[config.mk]
export PLATFORM = sky130hd
export DESIGN_NAME = pdm_decimator
export DESIGN_NICKNAME = d
export VERILOG_FILES = /design/src/rtl/pdm_decimator.sv
export SDC_FILE = /design/constraint.sdc
export NUM_CORES = 1
export LEC_CHECK = 0
export CORE_UTILIZATION = 39
export CTS_CLUSTER_DIAMETER = 60
export DETAILED_ROUTE_END_ITERATION = 6
export GPL_ROUTABILITY_DRIVEN = 1
export SETUP_SLACK_MARGIN = 0.5
export SYNTH_ARGS = -nofsm -noshare
export SYNTH_HDL_FRONTEND = slang
export SYNTH_SLANG_ARGS = --single-unit
[constraint.sdc]
create_clock -name clk -period 10.7 [get_ports clk]
set_input_delay 2.14 -clock clk [delete_from_list [all_inputs] [get_ports clk]]
set_output_delay 2.14 -clock clk [all_outputs]
set_load 0.1 [all_outputs]
[src/rtl/pdm_decimator.sv]
// pdm_decimator: PDM microphone clock, input sync and 3rd-order CIC
// decimator to saturated signed PCM, with settle-time suppression.
module pdm_decimator #(
  parameter int CLK_DIV   = 32,
  parameter int DECIM     = 64,
  parameter int OUT_WIDTH = 16
) (
  input  logic                        clk,
  input  logic                        rst,
  input  logic                        enable,
  output logic                        pdm_clk,
  input  logic                        pdm_data,
  output logic signed [OUT_WIDTH-1:0] sample_out,
  output logic                        sample_valid
);
  localparam int LD  = $clog2(DECIM);
  localparam int W   = 3*LD+2;
  localparam int SH  = 3*LD+1-OUT_WIDTH;
  localparam int DVW = $clog2(CLK_DIV);
  localparam logic [DVW-1:0] DIV_LAST = DVW'(CLK_DIV-1);
  localparam logic [DVW-1:0] DIV_HALF = DVW'(CLK_DIV/2);
  localparam logic [LD-1:0]  DEC_LAST = LD'(DECIM-1);
  localparam logic signed [W-1:0] YMAX = W'((1 << (OUT_WIDTH-1)) - 1);
  localparam logic signed [W-1:0] YMIN = ~YMAX;

  typedef enum logic [1:0] {IDLE, SETTLE, RUN} state_t;

  state_t state, state_nxt;
  logic [1:0] settle_cnt;
  logic [DVW-1:0] div_cnt, div_nxt;
  logic [LD-1:0] dec_cnt;
  logic bit_stb, dec_stb;
  logic sync1, sync2;
  logic signed [W-1:0] x, i1, i2, i3, i1n, i2n, i3n;
  logic signed [W-1:0] d0, d1, d2, c1, c2, c3, sh;
  logic v1, v2, v3, e1, e2, e3;
  logic signed [OUT_WIDTH-1:0] y;

  // Divider step, strobes and integrator adder chain.
  always_comb begin
    div_nxt = '0;
    if (enable && div_cnt != DIV_LAST)
      div_nxt = div_cnt + 1'b1;
    bit_stb = enable && (div_cnt == DIV_LAST);
    dec_stb = bit_stb && (dec_cnt == DEC_LAST);
    x   = sync2 ? W'(1) : '1;
    i1n = i1 + x;
    i2n = i2 + i1n;
    i3n = i3 + i2n;
  end

  // Scale the last comb stage and clamp to the output range.
  always_comb begin
    sh = c3 >>> SH;
    if (sh > YMAX)
      y = {1'b0, {(OUT_WIDTH-1){1'b1}}};
    else if (sh < YMIN)
      y = {1'b1, {(OUT_WIDTH-1){1'b0}}};
    else
      y = sh[OUT_WIDTH-1:0];
  end

  // Next state: enable low always returns to IDLE.
  always_comb begin
    state_nxt = state;
    unique case (state)
      IDLE:    if (enable) state_nxt = SETTLE;
      SETTLE:  if (dec_stb && settle_cnt == 2'd2) state_nxt = RUN;
      RUN:     state_nxt = RUN;
      default: state_nxt = IDLE;
    endcase
    if (!enable)
      state_nxt = IDLE;
  end

  // State register.
  always_ff @(posedge clk or posedge rst) begin
    if (rst) state <= IDLE;
    else     state <= state_nxt;
  end

  // Counts decimation outputs swallowed while the filter fills.
  always_ff @(posedge clk or posedge rst) begin
    if (rst)
      settle_cnt <= '0;
    else if (!enable || state == IDLE)
      settle_cnt <= '0;
    else if (state == SETTLE && dec_stb)
      settle_cnt <= settle_cnt + 1'b1;
  end

  // Clock divider, registered pdm_clk and bit counter.
  always_ff @(posedge clk or posedge rst) begin
    if (rst) begin
      div_cnt <= '0;
      pdm_clk <= 1'b0;
      dec_cnt <= '0;
    end else begin
      div_cnt <= div_nxt;
      pdm_clk <= (div_nxt >= DIV_HALF);
      if (!enable)
        dec_cnt <= '0;
      else if (bit_stb)
        dec_cnt <= dec_cnt + 1'b1;
    end
  end

  // Two-flop synchronizer for the asynchronous mic data.
  always_ff @(posedge clk or posedge rst) begin
    if (rst) begin
      sync1 <= 1'b0;
      sync2 <= 1'b0;
    end else begin
      sync1 <= pdm_data;
      sync2 <= sync1;
    end
  end

  // Integrators advance once per bit and wrap freely.
  always_ff @(posedge clk or posedge rst) begin
    if (rst) begin
      i1 <= '0;
      i2 <= '0;
      i3 <= '0;
    end else if (!enable) begin
      i1 <= '0;
      i2 <= '0;
      i3 <= '0;
    end else if (bit_stb) begin
      i1 <= i1n;
      i2 <= i2n;
      i3 <= i3n;
    end
  end

  // Comb pipeline, one stage per clock; emit tag follows the data.
  always_ff @(posedge clk or posedge rst) begin
    if (rst) begin
      {d0, d1, d2, c1, c2, c3} <= '0;
      {v1, v2, v3, e1, e2, e3} <= '0;
    end else if (!enable) begin
      {d0, d1, d2, c1, c2, c3} <= '0;
      {v1, v2, v3, e1, e2, e3} <= '0;
    end else begin
      v1 <= dec_stb;
      e1 <= (state == RUN);
      v2 <= v1;
      e2 <= e1;
      v3 <= v2;
      e3 <= e2;
      if (dec_stb) begin
        d0 <= i3n;
        c1 <= i3n - d0;
      end
      if (v1) begin
        d1 <= c1;
        c2 <= c1 - d1;
      end
      if (v2) begin
        d2 <= c2;
        c3 <= c2 - d2;
      end
    end
  end

  // Output register: update and pulse only for emitted results.
  always_ff @(posedge clk or posedge rst) begin
    if (rst) begin
      sample_out   <= '0;
      sample_valid <= 1'b0;
    end else begin
      sample_valid <= enable && v3 && e3;
      if (enable && v3 && e3)
        sample_out <= y;
    end
  end

endmodule

=== After elaboration in Yosys (flattened, before gate mapping) ===
Index checks and enable logic that the tools add are counted.

* Bits in registers: 221
* Output and inout bits: 18
* Logic and storage cells: 93

* Add/subtract/negate cells: 9
* Order comparisons: 3
* Equality and inequality tests: 11
* Mux-type cells: 35
* Reductions and logical operators: 11

{| class="wikitable"
|+ Operators with widths
! kind !! number
|-
| 20-bit 2-to-1 mux || 19
|-
| 20-bit adder || 3
|-
| 20-bit subtractor || 3
|-
| 16-bit 2-to-1 mux || 2
|-
| 17-bit by 16-bit greater-than comparator with 1-bit output (second input constant) || 1
|-
| 17-bit by 16-bit < comparator with 1-bit output (second input constant) || 1
|-
| 6-bit 2-to-1 mux || 2
|-
| 2-bit 2-to-1 mux || 4
|-
| 2-bit by 1-bit inequality test with 1-bit output (second input constant) || 4
|-
| 1-bit logical AND || 7
|-
| 6-bit by 1-bit adder with 6-bit output (second input constant) || 1
|-
| 6-bit == test (second input constant) || 1
|-
| 1-bit 2-to-1 mux || 6
|-
| 2-bit one-hot mux with 3 select lines || 1
|-
| 5-bit by 1-bit adder with 5-bit output (second input constant) || 1
|-
| 5-bit == test (second input constant) || 1
|-
| 5-bit greater-or-equal comparator (second input constant) || 1
|-
| 5-bit 2-to-1 mux || 1
|-
| 5-bit inequality test (second input constant) || 1
|-
| 2-bit == test (second input constant) || 2
|-
| 3-bit inequality test (second input constant) || 1
|-
| 2-bit by 1-bit adder with 2-bit output (second input constant) || 1
|-
| 2-bit by 1-bit == test with 1-bit output (second input constant) || 1
|-
| 2-bit zero test || 1
|-
| 3 further kinds || 3
|}

=== Depth between registers and ports, before layout ===
* Depth in word-level cells: 7
* Mapped depth: 34
* Mapped depth without buffers: 34

=== Worst setup path after synthesis ===
No wires, ideal clock.

* Path kind: register to register
* From: reg sync2
* To: reg c1[19]
* Setup time: 76 ps
* Arrival: 6148 ps
* Required time: 10624 ps
* Path slack: 4476 ps
* Stages on the path, launching flop included: 31
* Path buffers: 0
* Period minus slack after synthesis: 6224 ps
* Cell sequence: dfrtp_1 -> inv_1 -> ha_1 -> nor2b_1 -> o21ai_0 -> a21boi_0 -> o21ai_0 -> a21boi_0 -> nor2_1 -> o21ba_2 -> xnor2_1 -> ha_1 -> and2_1 -> o2111a_1 -> a211oi_2 -> xnor2_1 -> ha_1 -> or2_2 -> a21oi_1 -> a21oi_1 -> a41oi_1 -> nor2b_1 -> xor2_1 -> inv_1 -> ha_1 -> or3_1 -> o21ai_2 -> o21bai_1 -> a21oi_2 -> xnor3_1 -> o21ai_1

* Cells in the longest elaborated chain, start to end: 7

{| class="wikitable"
|+ RTL lines
! item !! RTL line !! text
|-
| from (decl) || 33 || <nowiki>logic sync1, sync2;</nowiki>
|-
| from (signal assigned) || 115 || <nowiki>sync2 <= sync1;</nowiki>
|-
| 20-bit 2-to-1 mux || 46 || <nowiki>x = sync2 ? W'(1) : '1;</nowiki>
|-
| 20-bit adder || 47 || <nowiki>i1n = i1 + x;</nowiki>
|-
| 20-bit adder || 48 || <nowiki>i2n = i2 + i1n;</nowiki>
|-
| 20-bit adder || 49 || <nowiki>i3n = i3 + i2n;</nowiki>
|-
| 20-bit subtractor || 153 || <nowiki>c1 <= i3n - d0;</nowiki>
|-
| 20-bit 2-to-1 mux || 151 || <nowiki>if (dec_stb) begin</nowiki>
|-
| 20-bit 2-to-1 mux || 141 || <nowiki>end else if (!enable) begin</nowiki>
|-
| to (signal assigned) || 153 ||
|-
| to (decl) || 35 || <nowiki>logic signed [W-1:0] d0, d1, d2, c1, c2, c3, sh;</nowiki>
|}

Every way passes these cells. The select of a mux whose other input is x is not followed.
A chain may end at the register's enable or synchronous reset.

=== Worst setup path in the final report ===
Same ends and word-level chain as after synthesis.

==> impl_metrics.py <==
metrics = {
    "sta": {
        "final.setup.worst_slack_ns": 3.61,
        "slew_headroom_pct": 24.4,
        "drv_slew": 0,
        "finalSetupViolCount": 0,
        "setup_tns_ns": 0,
        "rsz0062_at_grt": "false",
        "max_freq_ghz": 0.141,
        "period_needed_ns": 7.09,
        "hold_viol": 0,
        "min_period_over_period_pct": 66.3,
        "max_slew.worst_pin.slew_ns": 1.13,
        "fin_skew_ns": 0.0285,
    },
    "power_and_ir_drop": {
        "powerDensity_nw_per_um2": 125,
        "clkPwrFrac_pct": 49.7,
        "netSwitchingPower_mw": 0.463,
        "p_comb_share_pct": 6.8,
        "power.internal_mw": 1.45,
        "total_power_mw": 1.91,
        "vdd_drop_max_uv": 121,
        "power_frac_seq_pct": 43.5,
        "power.leakage_nw": 6.62,
        "swShare_pct": 24.3,
    },
    "routing": {
        "drt_iter0_drc": 396,
        "dr.pass1.iters": 4,
        "routed-via-count": 9964,
        "wl_mm": 26.1,
        "drc_errors": 0,
        "wl_per_cell_um": 13.3,
        "drt-vias-per-instance": 5.10,
        "antenna_left": 0,
    },
    "critical_path": {
        "critPathSlowestCell": "inv_1",
        "required_ns": 11.19,
        "slowest_delay_ns": 0.49,
        "cpMostUsedCell": "ha_1",
        "cp_data_arrival_time_ns": 7.58,
        "worst_setup_path_start_kind": "register",
        "endpoint_kind": "register",
        "crit_type": "reg2reg",
        "critPathMaxFanout": 18,
    },
    "logic_synthesis": {
        "ys_warn_count": 0,
        "ys_seq_elements": 217,
        "syn_nets": 1604,
        "syn_inst": 1474,
        "yosysSeqAreaShare_pct": 39.8,
        "synth_area_um2": 13700,
        "synth_edf_count": 0,
        "yosysTopAreaCellShare_pct": 39.8,
        "synth_cell_type_count": 63,
        "synth_area_leaders": "dfrtp_1 40%, ha_1 11%, mux2i_1 8.0%",
        "synth_async_sr_flop_share_pct": 100,
        "syn_area_per_cell_um2": 9.27,
        "yosys.area.top_type": "dfrtp_1",
        "synth_ff_type": "dfrtp_1",
    },
    "die": {
        "die_x_um": 189,
        "rows": 68,
        "io_pins": 22,
        "dieArea_um2": 35800,
        "core_um2": 34500,
        "fp.dieH_um": 189,
        "start_util_pct": 39.5,
    },
    "layout": {
        "antenna-diode-count": 0,
        "register_area_um2": 5430,
        "num-fill-cells": 3395,
        "final_cell_mix": "215 x dfrtp_1, 185 x nor2_1, 121 x nand2_1",
        "finalNetCount": 1607,
        "multi_input_area_um2": 7640,
        "stdcell_area_um2": 15200,
        "fin_cells": 1953,
        "syn_to_final_growth_pct": 11.6,
        "final_common_cell": "dfrtp_1",
        "drive_gt1_share_pct": 5.41,
    },
    "clocking": {
        "cts_setup_buffers": 0,
        "clock-sinks": 217,
        "root_buffer": "clkbuf_16",
        "cts_resized": 0,
        "cts_buffers": 29,
        "cts_hold_buf": 0,
        "cts_tree": "done",
        "path_clk_slew_ns": 0.06,
        "htreeDepth": 1,
        "clk_latency_ns": 0.56,
        "clockBufferDepth": 3,
    },
    "global_routing": {
        "gr-usage-met3_pct": 2.09,
        "use_met1_pct": 19.4,
        "grt_use_total_pct": 15.2,
        "grt_pass1_vias": 9950,
        "overflow": 0,
        "grt_pass1_wl_mm": 46.5,
        "grt_util_met2_pct": 26.7,
        "grt_antenna_before_repair": 0,
        "busiest_layer": "met2",
        "grt_start_max_net_pins": 90,
    },
    "min_path": {
        "hold_path_class": "reg2reg",
    },
    "flow_run": {
        "cap_viol_max_count": 0,
    },
    "place": {
        "place_area_um2": 14300,
        "dp_hpwl_mm": 17.9,
        "dp_cells": 1901,
        "port_buffers": 21,
        "post-place-ws_ns": 3.62,
        "gp_congestion": 0.767,
    },
    "status": {
        "status": "completed",
    },
}
## worst max-delay path, delay by kind of cell (launching register included)
family	cells	cell delay [ns]
simple gates	5	1.15
fa+ha+maj	4	1.15
compound gates	15	2.84
buf+inv	2	0.56
flops	1	0.41
xor+xnor	4	0.93
## flip-flops by register name (all words and copies together), names as in the netlist, 2 cells and up
register and cells:
d1 20, state 2, settle_cnt 2, c2 20
sample_out 16, i2 20, d0 20, dec_cnt 6
c3 17, i1 20, c1 20, d2 20
div_cnt 5, i3 20
## routing by layer
metal  wire length [um]  part of all wire [%]
met5                  0                     0
met4                552                   2.1
met3                742                   2.8
met2              12400                    48
met1              12300                    47
## worst paths after layout
kind | from | to | slack [ns] | cells past startpoint
setup / recovery | sync2 | c1[19] | 3.61 | 30
hold / removal | sync1 | sync2 | 0.39 | 0
setup reg to reg | sync2 | c1[19] | 3.61 | 30
hold reg to reg | sync1 | sync2 | 0.39 | 0
max in group asynchronous | rst | v2 | 6.50 | 4
min in group asynchronous | rst | i2[2] | 2.11 | 2
## area by class of cell
cell class / count / share of cell area (%)
inverter: 102 / 2.58
clock inverter: 13 / 0.911
clock buffer: 39 / 5.27
multi-input combinational: 1098 / 50.1
tap: 455 / 3.73
sequential: 217 / 35.6
timing repair buffer: 29 / 1.74
## Yosys cell counts (12+ instances only)
| cell | instances |
|---|---|
| ha_1 | 121 |
| a21oi_1 | 61 |
| nor2b_1 | 19 |
| a21o_1 | 18 |
| xnor2_1 | 67 |
| nor3_1 | 29 |
| mux2i_1 | 109 |
| nand3_1 | 46 |
| o21ai_0 | 78 |
| a211oi_1 | 21 |
| o31ai_1 | 21 |
| clkbuf_1 | 48 |
| inv_1 | 101 |
| o21a_1 | 21 |
| nand2b_1 | 16 |
| nand2_1 | 121 |
| dfrtp_1 | 217 |
| nor2_1 | 185 |
| o211ai_1 | 12 |
| xor2_1 | 32 |
## through the flow
step | utilization [%] | hold slack, ns
after CTS | 44.1 | 0.420
after global routing | 44.1 | 0.409
after floorplan | - | 0.331
after global placement | 41.4 | 0.411
after detailed placement | 41.4 | 0.401
final | 44.1 | 0.392
## cells by family after synthesis
group | synth area share, %
XOR/XNOR | 6.51
multiplexers | 8.07
adder cells (fa/ha/maj) | 11.9
flip-flops | 39.8
AND/OR/NAND/NOR | 14.8
AO/OA/AOI/OAI | 14.6
buffers and inverters | 4.37
## power groups by stage
stage | clock [mW] | sequential [mW] | combinational, mW
after floorplan | 0 | 0.844 | 0.101
after global placement | 0 | 0.845 | 0.129
after detailed placement | 0 | 0.845 | 0.131
after CTS | 0.978 | 0.830 | 0.132
after global routing | 1.01 | 0.831 | 0.149
final | 0.948 | 0.831 | 0.129
Note: power is estimated with default switching activity, not from simulation.
